`src/rtl/pipes.sv`:
```
// Shared pipeline types for the fetch stage: F/D payload, fetch FSM states, reset PC.
package pipes;

    localparam logic [63:0] PC_RESET = 64'h0000_0000_8000_0000;

    typedef struct packed {
        logic [31:0] instruction;
        logic [63:0] pc;
    } fetch_data_t;

    typedef enum logic [2:0] {
        REQ,
        WAIT,
        DROP,
        HOLD,
        HALT
    } fetch_state_t;

endpackage

```
`src/rtl/pc_next.sv`:
```
// Next-PC selection: redirect target has priority over the sequential +4 adder.
// FETCH_MISALIGN_CHECK_EN keeps the raw target low bits so the caller can flag them.
module pc_next (
    input  logic [63:0] pc,
    input  logic        advance,
    input  logic        redirect,
    input  logic [63:0] redirect_pc,
    output logic [63:0] next_pc
);

    logic [63:0] target;

`ifdef FETCH_MISALIGN_CHECK_EN
    assign target = redirect_pc;
`else
    assign target = redirect_pc & ~64'h3;
`endif

    always_comb begin
        next_pc = pc;
        if (redirect) begin
            next_pc = target;
        end else if (advance) begin
            next_pc = pc + 64'd4;
        end
    end

endmodule

```
`src/rtl/fetch_stage.sv`:
```
// Instruction fetch: PC register, single-outstanding bus FSM, hold buffer and F/D register.
// Optional FETCH_MISALIGN_CHECK_EN adds the misalign port and the HALT state.
module fetch_stage
    import pipes::*;
#(
    parameter logic [63:0] RESET_PC = PC_RESET
) (
    input  logic        clk,
    input  logic        reset,
    input  logic        stall,
    input  logic        redirect,
    input  logic [63:0] redirect_pc,
    output logic        ireq_valid,
    output logic [63:0] ireq_addr,
    input  logic        iresp_addr_ok,
    input  logic        iresp_data_ok,
    input  logic [31:0] iresp_data,
    output logic        out_valid,
    output fetch_data_t out_data
`ifdef FETCH_MISALIGN_CHECK_EN
    ,
    output logic        misalign
`endif
);

    fetch_state_t state_q, state_d;
    logic [63:0]  pc_q, pc_d;
    logic         boot_q;
    fetch_data_t  fd_q, fd_d;
    logic         fd_valid_q, fd_valid_d;
    fetch_data_t  hold_q, hold_d;
    logic         advance;
    logic         req_fire;
    logic         data_here;
`ifdef FETCH_MISALIGN_CHECK_EN
    logic         misalign_q, misalign_d;
    assign misalign = misalign_q;
`endif

    // Requests start one cycle after reset release, so the bus never sees one during reset.
    assign ireq_valid = boot_q && (state_q == REQ);
    assign ireq_addr  = pc_q;
    assign out_valid  = fd_valid_q;
    assign out_data   = fd_q;

    assign req_fire  = ireq_valid && iresp_addr_ok;
    assign data_here = iresp_data_ok && ((state_q == WAIT) || ((state_q == REQ) && req_fire));

    pc_next u_pc_next (
        .pc          (pc_q),
        .advance     (advance),
        .redirect    (redirect),
        .redirect_pc (redirect_pc),
        .next_pc     (pc_d)
    );

    always_comb begin
        state_d    = state_q;
        fd_d       = fd_q;
        fd_valid_d = fd_valid_q;
        hold_d     = hold_q;
        advance    = 1'b0;
`ifdef FETCH_MISALIGN_CHECK_EN
        misalign_d = misalign_q;
`endif
        if (!stall) begin
            fd_valid_d = 1'b0;
        end

        case (state_q)
            REQ: begin
                if (req_fire && !iresp_data_ok) begin
                    state_d = WAIT;
                end
            end
            HOLD: begin
                if (!stall) begin
                    fd_d       = hold_q;
                    fd_valid_d = 1'b1;
                    state_d    = REQ;
                end
            end
            DROP: begin
                if (iresp_data_ok) begin
                    state_d = REQ;
                end
            end
            WAIT, HALT: ;
            default: state_d = REQ;
        endcase

        if (data_here) begin
            advance = 1'b1;
            if (!stall || !fd_valid_q) begin
                fd_d       = '{instruction: iresp_data, pc: pc_q};
                fd_valid_d = 1'b1;
                state_d    = REQ;
            end else begin
                hold_d  = '{instruction: iresp_data, pc: pc_q};
                state_d = HOLD;
            end
        end

        // Redirect overrides delivery and stall; any in-flight response is dropped.
        if (redirect) begin
            fd_valid_d = 1'b0;
            case (state_q)
                REQ:     state_d = (req_fire && !iresp_data_ok) ? DROP : REQ;
                WAIT:    state_d = iresp_data_ok ? REQ : DROP;
                DROP:    state_d = iresp_data_ok ? REQ : DROP;
                default: state_d = REQ;
            endcase
`ifdef FETCH_MISALIGN_CHECK_EN
            if (redirect_pc[1:0] != 2'b00) begin
                state_d    = HALT;
                misalign_d = 1'b1;
            end else begin
                misalign_d = 1'b0;
            end
`endif
        end
    end

    always_ff @(posedge clk or negedge reset) begin
        if (!reset) begin
            state_q    <= REQ;
            pc_q       <= RESET_PC;
            boot_q     <= 1'b0;
            fd_q       <= '0;
            fd_valid_q <= 1'b0;
            hold_q     <= '0;
        end else begin
            state_q    <= state_d;
            pc_q       <= pc_d;
            boot_q     <= 1'b1;
            fd_q       <= fd_d;
            fd_valid_q <= fd_valid_d;
            hold_q     <= hold_d;
        end
    end

`ifdef FETCH_MISALIGN_CHECK_EN
    always_ff @(posedge clk or negedge reset) begin
        if (!reset) begin
            misalign_q <= 1'b0;
        end else begin
            misalign_q <= misalign_d;
        end
    end
`endif

endmodule

```
`config.mk`:
```
export PLATFORM = sky130hd
export DESIGN_NAME = fetch_stage
export DESIGN_NICKNAME = d
export VERILOG_FILES = /design/src/rtl/pipes.sv /design/src/rtl/pc_next.sv /design/src/rtl/fetch_stage.sv
export SDC_FILE = /design/constraint.sdc
export NUM_CORES = 1
export LEC_CHECK = 0
export ABC_CLOCK_PERIOD_IN_PS = 2100
export CAP_MARGIN = 10
export CORE_AREA = 2 2 164 166
export DETAILED_ROUTE_END_ITERATION = 7
export DIE_AREA = 0 0 166 168
export HOLD_SLACK_MARGIN = 0.08
export PLACE_DENSITY = 0.81
export REMOVE_ABC_BUFFERS = 1
export SLEW_MARGIN = 20
export SYNTH_ARGS = -nofsm -noshare
export SYNTH_HDL_FRONTEND = slang
export SYNTH_SLANG_ARGS = --single-unit
```
`constraint.sdc`:
```
create_clock -name clk -period 2.1 [get_ports clk]
set_input_delay 0.42 -clock clk [delete_from_list [all_inputs] [get_ports clk]]
set_output_delay 0.42 -clock clk [all_outputs]
set_load 0.02 [all_outputs]
```
Yosys cells after proc, flatten, opt, wreduce, memory -nomap -nowiden
Index checks and enable logic that the tools add are counted.
Widths: inputs -> output; s select.
- register bits after elaboration: 261
- word-level logic and storage cells: 57
- output and inout bits: 162
- input bits: 102
- add/subtract/negate cells: 1
- eq/ne operators: 8
- bitwise logic cells: 1
- reductions and logical operators: 16
- muxes and demuxes: 23
- operators by type and width (operator ; count):
    $mux 96 ; 4
    $mux 64 ; 2
    $add 64x3->64 const B ; 1
    $mux 3 ; 5
    $pmux 3 s4 ; 1
    $ne 4x4->1 const B ; 2
    $mux 1 ; 7
    $eq 3x2->1 const B ; 2
    $mux 2 ; 3
    $logic_and 1x1->1 ; 5
    $ne 4x3->1 const B ; 1
    $pmux 2 s2 ; 1
    $reduce_and 4->1 ; 1
    $reduce_or 2->1 ; 2
    $eq 3x1->1 const B ; 1
    $eq 3x3->1 const B ; 1
    $logic_not 1->1 ; 3
    $logic_not 3->1 ; 1
    $ne 3x3->1 const B ; 1
    $logic_or 1x1->1 ; 2
    $reduce_and 2->1 ; 1
    $reduce_bool 2->1 ; 1
    $not 1->1 ; 1

Longest topological paths before layout
Gate-level depths: netlist (run 1).
- depth in word-level cells: 9
- depth in mapped cells: 9
- mapped depth without buffers: 7

By module
Synthesis (run 1) repeated with hierarchy kept, for this count alone.
- cell total of the unflattened synthesis: 1079
- area total of the unflattened synthesis: 12087.8 um2
- modules (own cells, without submodules) (module ; cells an instance ; instances ; sequential area each (um2) ; area an instance (um2)):
    fetch_stage ; 715 ; 1 ; 6507.5 ; 10010.9
    pc_next ; 364 ; 1 ; 0.0 ; 2077.0

Worst setup path after synthesis (run 1)
Ideal clock, no wire load.
- path type: register to register
- start point: register pc_q[31] (netlist: ireq_addr[31])
- end point: register pc_q[41] (netlist: ireq_addr[41])
- setup slack: -309 ps
- arrival time: 2327 ps
- library setup time: 82 ps
- buffers on the path: 1
- period minus slack after synthesis: 2409 ps
- required time: 2018 ps
- cell stages (with the launch flop): 7
- cell sequence: dfstp_2 nand4_1 or4_4 or3_1 buf_2 or4_1 a31oi_1
- longest elaborated chain between the ends: 3
- RTL lines (element ; RTL line ; text):
    start, declared ; fetch_stage.sv:27 ; logic [63:0] pc_q, pc_d;
    start signal, assigned ; fetch_stage.sv:134 ; pc_q <= pc_d;
    $add 64x3->64 ; pc_next.sv:24 ; next_pc = pc + 64'd4;
    $mux 64 ; pc_next.sv:23 ; end else if (advance) begin
    $mux 64 ; pc_next.sv:21 ; if (redirect) begin
Every way passes these cells. The select of a mux whose other input is x is not followed.
A chain may end at the register's enable or synchronous reset.

Worst setup path in the final report (run 1)
- start point: register pc_q[31] (netlist: ireq_addr[31])
- end point: register pc_q[45] (netlist: ireq_addr[45])
Same word-level chain as after synthesis.

==> results of run 1 <==
==> how the worst max path moves through the flow <==
| stage | slack, ns | cells after the start | end | from |
|---|---|---|---|---|
| 4_1_cts | -0.21 | 5 | ireq_addr[45]$_DFFE_PN0P_ | ireq_addr[31]$_DFFE_PN1P_ |
| 6_report | -0.26 | 5 | ireq_addr[45]$_DFFE_PN0P_ | ireq_addr[31]$_DFFE_PN1P_ |
| 5_1_grt | -0.32 | 5 | ireq_addr[45]$_DFFE_PN0P_ | ireq_addr[31]$_DFFE_PN1P_ |
| 2_1_floorplan | -3.27 | 5 | out_data[0]$_DFF_PN0_ | state_q[0]$_DFFE_PN0P_ |
| 3_3_place_gp | -0.63 | 8 | ireq_addr[59]$_DFFE_PN0P_ | iresp_data_ok |
| 3_5_place_dp | -0.60 | 8 | ireq_addr[59]$_DFFE_PN0P_ | iresp_data_ok |
==> cells in the mapped netlist, types with 2 or more instances <==
library cell / n
sky130_fd_sc_hd__dfrtp_1: 255
sky130_fd_sc_hd__or3_1: 10
sky130_fd_sc_hd__a31oi_1: 31
sky130_fd_sc_hd__buf_1: 3
sky130_fd_sc_hd__xor2_1: 13
sky130_fd_sc_hd__and4_1: 6
sky130_fd_sc_hd__nor3_1: 2
sky130_fd_sc_hd__buf_4: 2
sky130_fd_sc_hd__mux2_2: 88
sky130_fd_sc_hd__a21oi_1: 96
sky130_fd_sc_hd__nand4_2: 2
sky130_fd_sc_hd__mux2i_1: 97
sky130_fd_sc_hd__and2_1: 4
sky130_fd_sc_hd__o21ai_0: 42
sky130_fd_sc_hd__xnor2_1: 15
sky130_fd_sc_hd__nand3_1: 24
sky130_fd_sc_hd__o211ai_1: 2
sky130_fd_sc_hd__nand2b_1: 2
sky130_fd_sc_hd__o21a_1: 2
sky130_fd_sc_hd__a31o_2: 3
sky130_fd_sc_hd__nor2_1: 136
sky130_fd_sc_hd__nor4_1: 12
sky130_fd_sc_hd__nand2_1: 67
sky130_fd_sc_hd__o31ai_1: 20
sky130_fd_sc_hd__and3_1: 13
sky130_fd_sc_hd__conb_1: 2
sky130_fd_sc_hd__or4_1: 22
sky130_fd_sc_hd__nand4_1: 27
sky130_fd_sc_hd__buf_2: 3
sky130_fd_sc_hd__ha_1: 6
sky130_fd_sc_hd__inv_1: 9
sky130_fd_sc_hd__clkbuf_1: 66
==> power by group <==
part,switching (mW),internal (mW),leakage [nW],total (mW)
sequential,0.988,6.65,3.15,7.64
clock,1.94,2.73,0.420,4.67
combinational,3.81,3.88,4.98,7.69
total,6.74,13.3,8.55,20.0
==> kinds of logic (layout without fill, tap and decap cells) <==
group,count (synthesis),after routing,share of synthesized area [%]
DFF,256,256,54.4
xor gates and xnor gates,28,28,2.08
buffers and inverters,85,493,2.81
other,2,4,0.0637
and+or+nand+nor,333,334,13.7
muxes,185,185,16.6
AOI/OAI and AO/OA,202,202,9.72
adders and majority gates,6,6,0.637
==> metrics by stage <==
step	util (%)	power, mW
floorplan	-	11.5
global placement	59.5	14.7
detailed placement	59.5	15.0
CTS	63.7	19.8
global route	66.9	21.0
finish	66.9	20.0
==> layer usage <==
metal / vias up / global-route usage [%]
li1: 4734 / -
met1: 5246 / 31.4
met2: 468 / 39.1
met3: 98 / 5.88
met4: 4 / 6.84
met5: - / 0
==> what timing repair did <==
action	CTS	global route
setup endpoints to repair	51	151
gates resized for setup	51	95
gates cloned	2	18
hold buffers	1	0
pin swaps	32	19
setup buffers	11	22
endpoints found under the hold margin	66	0
==> registers in the layout, indices dropped and copies added, names as in the netlist <==
register,flops
hold_q,94
boot_q,1
ireq_addr,62
out_data,96
out_valid,1
state_q,2
==> final cells by class <==
| class | count | area, um^2 |
|---|---|---|
| fill | 1876 | 8710 |
| sequential | 256 | 6410 |
| multi-input combinational | 758 | 5420 |
| timing repair buffer | 435 | 4490 |
| clock buffer | 43 | 806 |
| tap | 341 | 427 |
| clock inverter | 5 | 56.3 |
| inverter | 10 | 37.5 |
| antenna | 1 | 2.50 |
==> impl_metrics.prom, run 1 <==
# TYPE chip_impl_metric gauge
chip_impl_info{name="outcome",value="complete, but fails checks"} 1
chip_impl_info{name="failed_checks",value="setup timing"} 1
chip_impl_metric{name="routedLengthMet1",unit="um"} 15400
chip_impl_metric{name="placed_cells_incl_taps",unit=""} 1747
chip_impl_info{name="worstHoldStart",value="redirect"} 1
chip_impl_metric{name="grt.total_usage",unit="%"} 23.7
chip_impl_info{name="mostFrequentLayoutCells",value="254 x sky130_fd_sc_hd__dfrtp_1, 209 x sky130_fd_sc_hd__clkdlybuf4s50_1, 135 x sky130_fd_sc_hd__nor2_1, 128 x sky130_fd_sc_hd__buf_4, 97 x sky130_fd_sc_hd__mux2i_1"} 1
chip_impl_metric{name="worst-r2r-cell-count",unit=""} 5
chip_impl_metric{name="timing.setup.tns",unit="ns"} -8.02
chip_impl_metric{name="slew_headroom",unit="%"} 56.2
chip_impl_metric{name="non_filler_instance_count_after_layout",unit=""} 1849
chip_impl_metric{name="ir_drop",unit="V"} 0.000727
chip_impl_info{name="r2r_end",value="ireq_addr[45]$_DFFE_PN0P_"} 1
chip_impl_info{name="timing.hold.worst.class",value="in -> reg"} 1
chip_impl_info{name="timing.critical_path.max_delay_family",value="simple AND/OR/NAND/NOR gates"} 1
chip_impl_info{name="critical_path.most_common_cell",value="sky130_fd_sc_hd__or4_4"} 1
chip_impl_metric{name="syn-instance-count",unit=""} 1097
chip_impl_metric{name="finalNetCount",unit=""} 1596
chip_impl_info{name="tritoncts_clock_tree",value="done"} 1
chip_impl_info{name="endpoint_kind",value="register"} 1
chip_impl_metric{name="num_vias",unit=""} 10550
chip_impl_metric{name="yosysTopAreaCellShare",unit="%"} 54.1
chip_impl_metric{name="setup_ws",unit="ns"} -0.261
chip_impl_metric{name="critical_path.n_buffers_inverters",unit=""} 0
chip_impl_metric{name="wl_per_cell",unit="um"} 20.3
chip_impl_metric{name="cts-buffers-inserted",unit=""} 27
chip_impl_metric{name="count_of_flip_flops_with_a_built_in_enable_after_synthesis",unit=""} 0
chip_impl_metric{name="detail_route_met3_wl",unit="um"} 2950
chip_impl_metric{name="seq_area_frac_synth",unit="%"} 54.4
chip_impl_metric{name="route.detailed.vias_per_inst",unit=""} 5.71
chip_impl_metric{name="area.growth.synth_to_final",unit="%"} 49.6
chip_impl_metric{name="route.detailed.drc",unit=""} 0
chip_impl_metric{name="clock_insertion_delay_worst_skew",unit="ns"} 0.53
chip_impl_metric{name="clk_path_buf_depth",unit=""} 3
chip_impl_info{name="mostFrequentLayoutCell",value="sky130_fd_sc_hd__dfrtp_1"} 1
chip_impl_metric{name="setup_viol",unit=""} 121
chip_impl_metric{name="port_buffers",unit=""} 259
chip_impl_metric{name="die_height",unit="um"} 168
chip_impl_info{name="grt_setup_unrepaired",value="yes"} 1
chip_impl_metric{name="ffs_w_async_s_r_synth",unit="%"} 100
chip_impl_metric{name="synthesis.yosys.warnings",unit=""} 0
chip_impl_metric{name="detailedRoute.firstIterationViolations",unit=""} 1003
chip_impl_metric{name="worstPathArrival",unit="ns"} 2.83
chip_impl_info{name="cp_slowest_cell",value="sky130_fd_sc_hd__or4_4"} 1
chip_impl_metric{name="detail-route-antenna-nets",unit=""} 0
chip_impl_info{name="crit-reg2reg-launch",value="ireq_addr[31]$_DFFE_PN1P_"} 1
chip_impl_metric{name="gp_congestion",unit=""} 0.878
chip_impl_metric{name="worstPathMaxFanout",unit=""} 3
chip_impl_metric{name="post-route-period-util",unit="%"} 112
chip_impl_info{name="crit_path_cell_trace",value="nand4_1 > or4_4 > or4_4 > or4_1 > nand3_1"} 1
chip_impl_metric{name="grt_pass1_wl",unit="um"} 54000
chip_impl_metric{name="worst_setup_hold_path_clk_slew",unit="ns"} 0.06
chip_impl_metric{name="holdPathStages",unit=""} 2
chip_impl_info{name="synthFlopType",value="sky130_fd_sc_hd__dfrtp_1"} 1
chip_impl_metric{name="timing.clock.skew",unit="ns"} 0.00599
chip_impl_metric{name="grt_antenna_before_repair",unit=""} 3
chip_impl_metric{name="clock_tree.htree_level_count",unit=""} 1
chip_impl_info{name="cts_root_buffer_type",value="sky130_fd_sc_hd__clkbuf_16"} 1
chip_impl_metric{name="grt_start_max_net_pins",unit=""} 76
chip_impl_metric{name="pwr_density_cell",unit="nW/um^2"} 1130
chip_impl_info{name="worstSetupPathType",value="reg -> reg"} 1
chip_impl_metric{name="drt_wl_total",unit="um"} 37600
chip_impl_metric{name="initial_utilization",unit="%"} 44.7
chip_impl_metric{name="synth_cell_types",unit=""} 47
chip_impl_metric{name="fmaxAchievable",unit="MHz"} 424
chip_impl_metric{name="setup.reg_to_reg.worst_slack",unit="ns"} -0.26
chip_impl_info{name="top_layer_used",value="met5"} 1
chip_impl_metric{name="post_route_cells_drive_above_1_share",unit="%"} 24.4
chip_impl_metric{name="post-route-cell-area",unit="um^2"} 17600
chip_impl_info{name="synth.largest_area_cell",value="sky130_fd_sc_hd__dfrtp_1"} 1
chip_impl_metric{name="synth_seq_cells",unit=""} 256
chip_impl_info{name="setup_crit_start_kind",value="register"} 1
chip_impl_metric{name="total_number_of_clock_tree_sinks",unit=""} 256
chip_impl_metric{name="placementRows",unit=""} 60
chip_impl_metric{name="fin_hold_ws",unit="ns"} 0.235
chip_impl_metric{name="maxSlewViolCount",unit=""} 0
chip_impl_metric{name="pin_count",unit=""} 264
chip_impl_info{name="yosys-top-cells-area",value="sky130_fd_sc_hd__dfrtp_1 54%, sky130_fd_sc_hd__mux2_2 8.4%, sky130_fd_sc_hd__mux2i_1 8.2%"} 1
chip_impl_metric{name="total_leakage_power",unit="nW"} 8.55
chip_impl_metric{name="timing_worst_slew_pin_value",unit="ns"} 0.657
chip_impl_metric{name="place_hpwl",unit="um"} 23200
chip_impl_metric{name="drtPass1Iterations",unit=""} 7
chip_impl_metric{name="drv_cap",unit=""} 0
chip_impl_metric{name="globalRouteOverflowTotal",unit=""} 0
chip_impl_metric{name="placement.cell_area",unit="um^2"} 15700
chip_impl_metric{name="syn-cell-area",unit="um^2"} 11800
chip_impl_metric{name="crit_required",unit="ns"} 2.57
chip_impl_metric{name="dr_wl_met2",unit="um"} 18200
chip_impl_metric{name="pre_cts_ws",unit="ns"} -0.602
chip_impl_metric{name="delay_contributed_by_the_slowest_stage_of_the_critical_path",unit="ns"} 0.56
chip_impl_metric{name="die_width",unit="um"} 166
chip_impl_metric{name="layout_min_cycle_time",unit="ns"} 2.36
chip_impl_metric{name="dieArea",unit="um^2"} 27900
chip_impl_metric{name="design.core.area",unit="um^2"} 26400
chip_impl_metric{name="first_global_vias",unit=""} 10093
chip_impl_metric{name="hold_viol",unit=""} 0
chip_impl_metric{name="syn_area_per_cell",unit="um^2"} 10.7
chip_impl_info{name="hold-path-endpoint",value="out_valid$_DFF_PN0_"} 1
Note: power is estimated with default switching activity, not from simulation.
==> run 2, diff against run 1 <==
CTS_CLUSTER_DIAMETER = 100   (was unset)
==> results of run 2 <==
No change in the layout: final DEF, timing and power equal those of run 1.
==> run 3, diff against run 2 <==
SLEW_MARGIN = 5   (was 20)
==> results of run 3 <==
No change in the layout: final DEF, timing and power equal those of run 1.
